===== src/rtl/memory_burst_banked.sv =====
// Lane-strobed word memory with a valid/ready request port and gap-free burst reads.
// Reads have one cycle of latency and wrap around the address space.
module memory_burst_banked #(
  parameter int BUS_SIZE       = 32,
  parameter int ADDR_WIDTH     = 4,
  parameter int NUM_MEM_UNITS  = 4,
  parameter int LEN_WIDTH      = 3,
  parameter int MEM_LENGTH     = 1 << ADDR_WIDTH,
  parameter int MEM_UNIT_WIDTH = BUS_SIZE / NUM_MEM_UNITS
) (
  input  logic                     clk,
  input  logic                     reset_L,
  input  logic                     req_valid,
  output logic                     req_ready,
  input  logic                     req_write,
  input  logic [ADDR_WIDTH-1:0]    req_addr,
  input  logic [LEN_WIDTH-1:0]     req_len,
  input  logic [BUS_SIZE-1:0]      req_wdata,
  input  logic [NUM_MEM_UNITS-1:0] req_wstrb,
  output logic                     rd_valid,
  output logic [BUS_SIZE-1:0]      rd_data,
  output logic                     rd_last,
  output logic                     busy
);

  typedef enum logic {
    IDLE  = 1'b0,
    BURST = 1'b1
  } state_t;

  state_t                  state_p1, state_nxt;
  logic [ADDR_WIDTH-1:0]   ptr_p1, ptr_nxt, rd_addr;
  logic [LEN_WIDTH-1:0]    rem_p1, rem_nxt;
  logic                    vld_p1, vld_nxt;
  logic                    last_p1, last_nxt;
  logic                    rd_en;
  logic [BUS_SIZE-1:0]     data_p1;
  logic                    accept;

  logic [BUS_SIZE-1:0]     mem [MEM_LENGTH];

  assign req_ready = (state_p1 == IDLE);
  assign busy      = (state_p1 == BURST);
  assign accept    = req_valid && req_ready;

  // Storage: per-lane write enables so each lane maps onto a byte-enable RAM column.
  always_ff @(posedge clk) begin
    if (accept && req_write) begin
      for (int i = 0; i < NUM_MEM_UNITS; i++) begin
        if (req_wstrb[i]) begin
          mem[req_addr][i*MEM_UNIT_WIDTH +: MEM_UNIT_WIDTH] <=
            req_wdata[i*MEM_UNIT_WIDTH +: MEM_UNIT_WIDTH];
        end
      end
    end
  end

  always_comb begin
    state_nxt = state_p1;
    ptr_nxt   = ptr_p1;
    rem_nxt   = rem_p1;
    vld_nxt   = 1'b0;
    last_nxt  = 1'b0;
    rd_en     = 1'b0;
    rd_addr   = ptr_p1;
    case (state_p1)
      IDLE: begin
        if (accept && !req_write) begin
          rd_en    = 1'b1;
          rd_addr  = req_addr;
          vld_nxt  = 1'b1;
          last_nxt = (req_len == '0);
          if (req_len != '0) begin
            ptr_nxt   = req_addr + ADDR_WIDTH'(1);
            rem_nxt   = req_len - LEN_WIDTH'(1);
            state_nxt = BURST;
          end
        end
      end
      BURST: begin
        // Returning to IDLE on the last beat lets a new request land with no bubble.
        rd_en   = 1'b1;
        vld_nxt = 1'b1;
        ptr_nxt = ptr_p1 + ADDR_WIDTH'(1);
        if (rem_p1 == '0) begin
          last_nxt  = 1'b1;
          state_nxt = IDLE;
        end else begin
          rem_nxt = rem_p1 - LEN_WIDTH'(1);
        end
      end
      default: state_nxt = IDLE;
    endcase
  end

  // Stage p1: registered read beat and burst control.
  always_ff @(posedge clk or negedge reset_L) begin
    if (!reset_L) begin
      state_p1 <= IDLE;
      ptr_p1   <= '0;
      rem_p1   <= '0;
      vld_p1   <= 1'b0;
      last_p1  <= 1'b0;
      data_p1  <= '0;
    end else begin
      state_p1 <= state_nxt;
      ptr_p1   <= ptr_nxt;
      rem_p1   <= rem_nxt;
      vld_p1   <= vld_nxt;
      last_p1  <= last_nxt;
      if (rd_en) data_p1 <= mem[rd_addr];
    end
  end

  assign rd_valid = vld_p1;
  assign rd_last  = last_p1;
  assign rd_data  = data_p1;

endmodule

===== config.mk =====
export PLATFORM = sky130hd
export DESIGN_NAME = memory_burst_banked
export DESIGN_NICKNAME = d
export VERILOG_FILES = /design/src/rtl/memory_burst_banked.sv
export SDC_FILE = /design/constraint.sdc
export NUM_CORES = 1
export LEC_CHECK = 0
export ABC_CLOCK_PERIOD_IN_PS = 2800
export CAP_MARGIN = 25
export CORE_MARGIN = 3
export CORE_UTILIZATION = 25
export DETAILED_ROUTE_END_ITERATION = 10
export PLACE_DENSITY = 0.36
export SLEW_MARGIN = 10
export SYNTH_ARGS = -nofsm -noshare
export SYNTH_HDL_FRONTEND = slang
export SYNTH_SLANG_ARGS = --single-unit

===== constraint.sdc =====
create_clock -name clk -period 2.8 [get_ports clk]
set_clock_uncertainty 0.2 [all_clocks]
set_input_delay 0.7 -clock clk [delete_from_list [all_inputs] [get_ports clk]]
set_output_delay 0.7 -clock clk [all_outputs]
set_load 0.02 [all_outputs]

[After elaboration in Yosys (flattened, before gate mapping)]
Memory sizes are Yosys's and may differ from the RTL's. A register that Yosys moved wholly into a read port is not among the register bits.
Cells that the tools add are included.
Operators by class
  eq/ne operators: 3
  reductions and logical operators: 10
  add/subtract/negate cells: 4
  muxes and demuxes: 30
  bitwise gates (word level): 1
Operators with widths (number)
  two-way mux 1 bit: 18
  two-way mux 4 bit: 4
  two-way mux 3 bit: 3
  adder 4 x 1 -> 4 bit (second input constant): 2
  case mux 4 bit (2 select lines): 1
  zero test 3 bit: 2
  case mux 1 bit (2 select lines): 3
  case mux 3 bit (2 select lines): 1
  subtractor 3 x 1 -> 3 bit (second input constant): 2
  != test 2 x 1 -> 1 bit (second input constant): 2
  logical AND 1 bit: 3
  AND reduction 3 bit: 1
  nonzero test 3 bit: 1
  zero test 1 bit: 2
  != test 2 bit (second input constant): 1
  AND reduction 2 bit: 1
  NOT 1 bit: 1
Word-level totals
  output and inout port bits: 36
  bits of input ports: 47
  register bits after elaboration: 10
  bits in writable memories: 512
  logic and storage cells: 54
  memories: 1
Memories
  mem: depth 16, width 32, rd ports 1, clocked after memory_dff 1, wr ports 1, RTL line 40  | logic [BUS_SIZE-1:0] mem [MEM_LENGTH];

[Logic depth before layout (Yosys ltp)]
  word-level depth: 5
  depth in mapped cells: 9
  depth with buffers taken out: 6

[Worst setup path after synthesis]
Ideal clock, no wire load.
  kind: input port to flip-flop
  from: input req_addr[0]
  to: memory mem[7][0], enable pin
  path buffers: 3
  required time: 2.230 ns
  arrival: 2.369 ns
  setup slack: -0.139 ns
  cell stages on the path: 6
  path through: clkbuf_1 buf_1 buf_2 nor2b_1 nand3_1 nor2_1
RTL lines
  start: declaration: RTL line 16  | input logic [ADDR_WIDTH-1:0] req_addr,
  end: declaration: RTL line 40
Straight into the memory's write port.

[Worst setup path in the final report]
  from: input req_write
  to: register data_p1[28] (netlist: rd_data[28]) (read register of mem)
Between the ends
  cells in the longest elaborated chain, start to end: 4
  elaborated cells on any way between the ends: 6
  classes of those cells: 4 x mux; 2 x reduce/logical
RTL lines
  start: declaration: RTL line 15  | input logic req_write,
  zero test 1 bit *: RTL line 68  | if (accept && !req_write) begin
  logical AND 1 bit *: RTL line 68
  two-way mux 1 bit or two-way mux 4 bit (tied branches): RTL line 68
  case mux 1 bit (2 select lines) or two-way mux 4 bit (tied branches): RTL line 66  | case (state_p1)
  end: declaration: RTL line 37  | logic [BUS_SIZE-1:0] data_p1;
Mark *: on every way between the ends. The rest lies on a longest branch, timed or not.
A chain may end at the register's enable or synchronous reset.

==> impl_metrics.py <==
metrics = {
    "logic_synthesis": {
        "synth.distinct_cells": 44,
        "synthAdderAreaFrac_pct": 0.105,
        "synth_compound_area_share_pct": 12.0,
        "yosysTopAreaCell": "edfxtp_1",
        "synth_area_leaders": "edfxtp_1 65%, nand2_1 5.3%, a21oi_1 4.4%",
        "synth_xor_area_share_pct": 0.221,
        "ys_ff_latch": 554,
        "synth-edff-count": 512,
        "synth_simple_gate_area_share_pct": 9.87,
        "avgSynthCellArea_um2": 13.0,
        "synth_area_um2": 23800,
        "syn-instance-count": 1831,
        "yosysWarningCount": 0,
        "synth_top_family_by_area": "compound AO/OA/AOI/OAI gates",
        "synth_top_flop_cell": "edfxtp_1",
        "synthMuxAreaShare_pct": 6.29,
        "yosys.area.top_type_share_pct": 64.7,
        "ys_seq_area_share_pct": 69.1,
        "synth-async-reset-ratio_pct": 7.58,
        "synth_nets": 1880,
    },
    "pwr": {
        "power.switching_mw": 10.9,
        "p_seq_share_pct": 32.5,
        "comb_power_share_pct": 39.2,
        "fin_total_pwr_mw": 30.6,
        "switching_share_pct": 35.7,
        "vdd_drop_max_v": 0.000468,
        "clkPwrFrac_pct": 28.3,
        "p_per_area_nw_per_um2": 984,
        "intPower_mw": 19.7,
        "p_leak_nw": 10.9,
    },
    "setup_path": {
        "cp.arrival_ns": 3.11,
        "crit_path_end_kind": "register",
        "worstPathMaxFanout": 6,
        "slowest_delay_ns": 0.39,
        "cp_cell_sequence": "clkdlybuf4s50_1 -> buf_4 -> nor3b_4 -> buf_4 -> mux2i_1 -> buf_4 -> buf_4 -> or2_1 -> buf_12 -> a221oi_1 -> a31oi_1 -> o21ai_1",
        "r2r_start": "busy",
        "start_kind": "input port",
        "critical-path-slowest-cell": "clkdlybuf4s50_1",
        "required_ns": 3.12,
        "critPathLaunch": "req_write",
        "critPathKind": "input port to register",
        "rr_worst_depth": 11,
        "cp_common_cell": "buf_4",
    },
    "place": {
        "numPlacedInstances": 3296,
        "hpwl_mm": 57.0,
        "gp_congestion": 0.773,
        "port_buffers": 82,
    },
    "sta": {
        "setup_viol": 0,
        "hold_viol": 0,
        "fin_tns_setup_ns": 0,
        "timing.fmax_mhz": 358,
        "period_minus_slack_ns": 2.79,
        "maxSlewViolCount": 0,
        "period_share_pct": 99.6,
        "worst_hold_slack_ns": 0.312,
        "rsz0062_at_grt": "yes",
        "tightest_slew_ns": 0.738,
        "slew_headroom_pct": 50.7,
    },
    "drt": {
        "vias": 16799,
        "wl_mm": 89.2,
        "final_antenna_net_count": 0,
        "vias_per_cell": 4.88,
        "drc": 0,
        "wire_per_inst_um": 25.9,
        "first_pass_iters": 5,
        "drtIter0Drc": 1235,
    },
    "final_layout": {
        "layout-drive-gt1-share_pct": 22.6,
        "multiInputGateArea_um2": 7090,
        "fin_nets": 2184,
        "regArea_um2": 16400,
        "layout_common_cells": "512 x edfxtp_1, 336 x nand2_1, 213 x buf_4",
        "fin_cells": 3441,
        "layout_commonest_cell": "edfxtp_1",
        "fillers": 9260,
        "area_growth_pct": 30.7,
    },
    "clock_network": {
        "ctsLongestPathBuffers": 3,
        "clk_pin_slew_ns": 0.06,
        "clock_sinks": 554,
        "cts_tree": "done",
        "cts_buffers": 69,
        "ctsHtreeMaxLevel": 3,
        "cts_root_buf": "clkbuf_16",
        "worstSkewPairLatency_ns": 0.60,
    },
    "worst_hold_path": {
        "hp-start": "rem_p1[1]",
        "hold_path_depth": 2,
        "hp-class": "register to register",
    },
    "grt": {
        "grt_pass1_wl_mm": 124,
        "grt.overflow.total": 0,
        "grt_max_degree": 74,
        "grt.total_usage_pct": 17.4,
        "grt_antenna_before_repair": 4,
        "grt_pass1_vias": 16920,
    },
    "floorplan": {
        "die_x_um": 314,
        "start_util_pct": 25.4,
        "io_pins": 83,
        "dieArea_um2": 98800,
        "fp-row-count": 112,
        "die_h_um": 314,
        "core_um2": 93700,
    },
    "job": {
        "maxCapViolCount": 0,
    },
    "run_status": {
        "status": "finished, final reports clean",
    },
}
[layer usage]
layer  routed length [um]  global-route usage (%)  share of wire, %
met5                   11                       0             0.012
met4                 1910                    4.65               2.1
met3                 4080                    2.61               4.6
met2                43200                    29.4                48
met1                40000                    23.3                45
[layout make-up]
class	instances	area share, %
tap	1254	5.05
antenna	2	0.0161
timing repair buffer	366	12.2
clock inverter	22	0.673
inverter	3	0.0362
clock buffer	99	6.32
sequential	554	52.9
multi-input combinational	1141	22.8
[logic make-up after synthesis]
family	after synthesis
flip-flops	554
AND/OR/NAND/NOR	542
AO/OA/AOI/OAI	448
multiplexers	142
buffers and inverters	137
XOR/XNOR	6
adder cells (fa/ha/maj)	2
[critical path: cells and delay by family]
family                 cells  cell delay, ns
AO/OA/AOI/OAI              3            0.53
buffers and inverters      6            1.23
multiplexers               1            0.06
AND/OR/NAND/NOR            2            0.58
[timing repair]
item	4_1_cts	5_1_grt
pin swaps	1	7
endpoints found under the hold margin	7	0
endpoints found under the setup margin	15	20
hold buffers	1	0
setup buffers	0	16
resized for setup	15	39
cloned	1	5
[metrics by stage]
step | setup slack [ns] | instance area, um2 | util [%]
2_1_floorplan | 0.0425 | 23800 | -
3_3_place_gp | -0.822 | 28300 | 30.2
3_5_place_dp | -0.864 | 28300 | 30.2
4_1_cts | -0.0202 | 30600 | 32.7
5_1_grt | -0.0184 | 31100 | 33.1
6_report | 0.0104 | 31100 | 33.1
[synth_stat cells, drive strengths merged (4+ instances only)]
master / n
nor2b: 10
a211o: 22
dfrtp: 42
a22oi: 11
nand3b: 28
a21oi: 210
nor2: 82
a221oi: 62
clkbuf: 77
nand2: 336
buf: 57
o21ai: 52
a31oi: 32
mux2: 60
o31ai: 6
o31a: 5
nand3: 39
a32oi: 31
a22o: 11
mux2i: 82
edfxtp: 512
and3: 32
xnor2: 4
[registers in the layout, summed over array words and instances, names as in the netlist]
| name | cells |
|---|---|
| rd_valid | 1 |
| mem | 512 |
| rd_data | 32 |
| rd_last | 1 |
| rem_p1 | 3 |
| busy | 1 |
| ptr_p1 | 4 |
[path summary, 6_finish.rpt]
| path | endpoint | slack (ns) |
|---|---|---|
| hold reg to reg | rem_p1[1] | 0.31 |
| max in group asynchronous | rd_data[17] | 1.50 |
| min in group asynchronous | rd_last | 0.33 |
| setup / recovery | rd_data[28] | 0.01 |
| hold / removal | rem_p1[1] | 0.31 |
| setup reg to reg | rd_data[28] | 0.17 |
[power groups by stage]
stage / Combinational (mW) / Sequential (mW) / Clock, mW
global placement: 11.2 / 10.1 / 0
global route: 12.9 / 10.0 / 9.27
CTS: 11.3 / 9.97 / 8.91
floorplan: 5.34 / 10.1 / 0
finish: 12.0 / 9.95 / 8.64
detailed placement: 11.1 / 10.1 / 0
No activity file was read; power rests on OpenSTA's default activity.
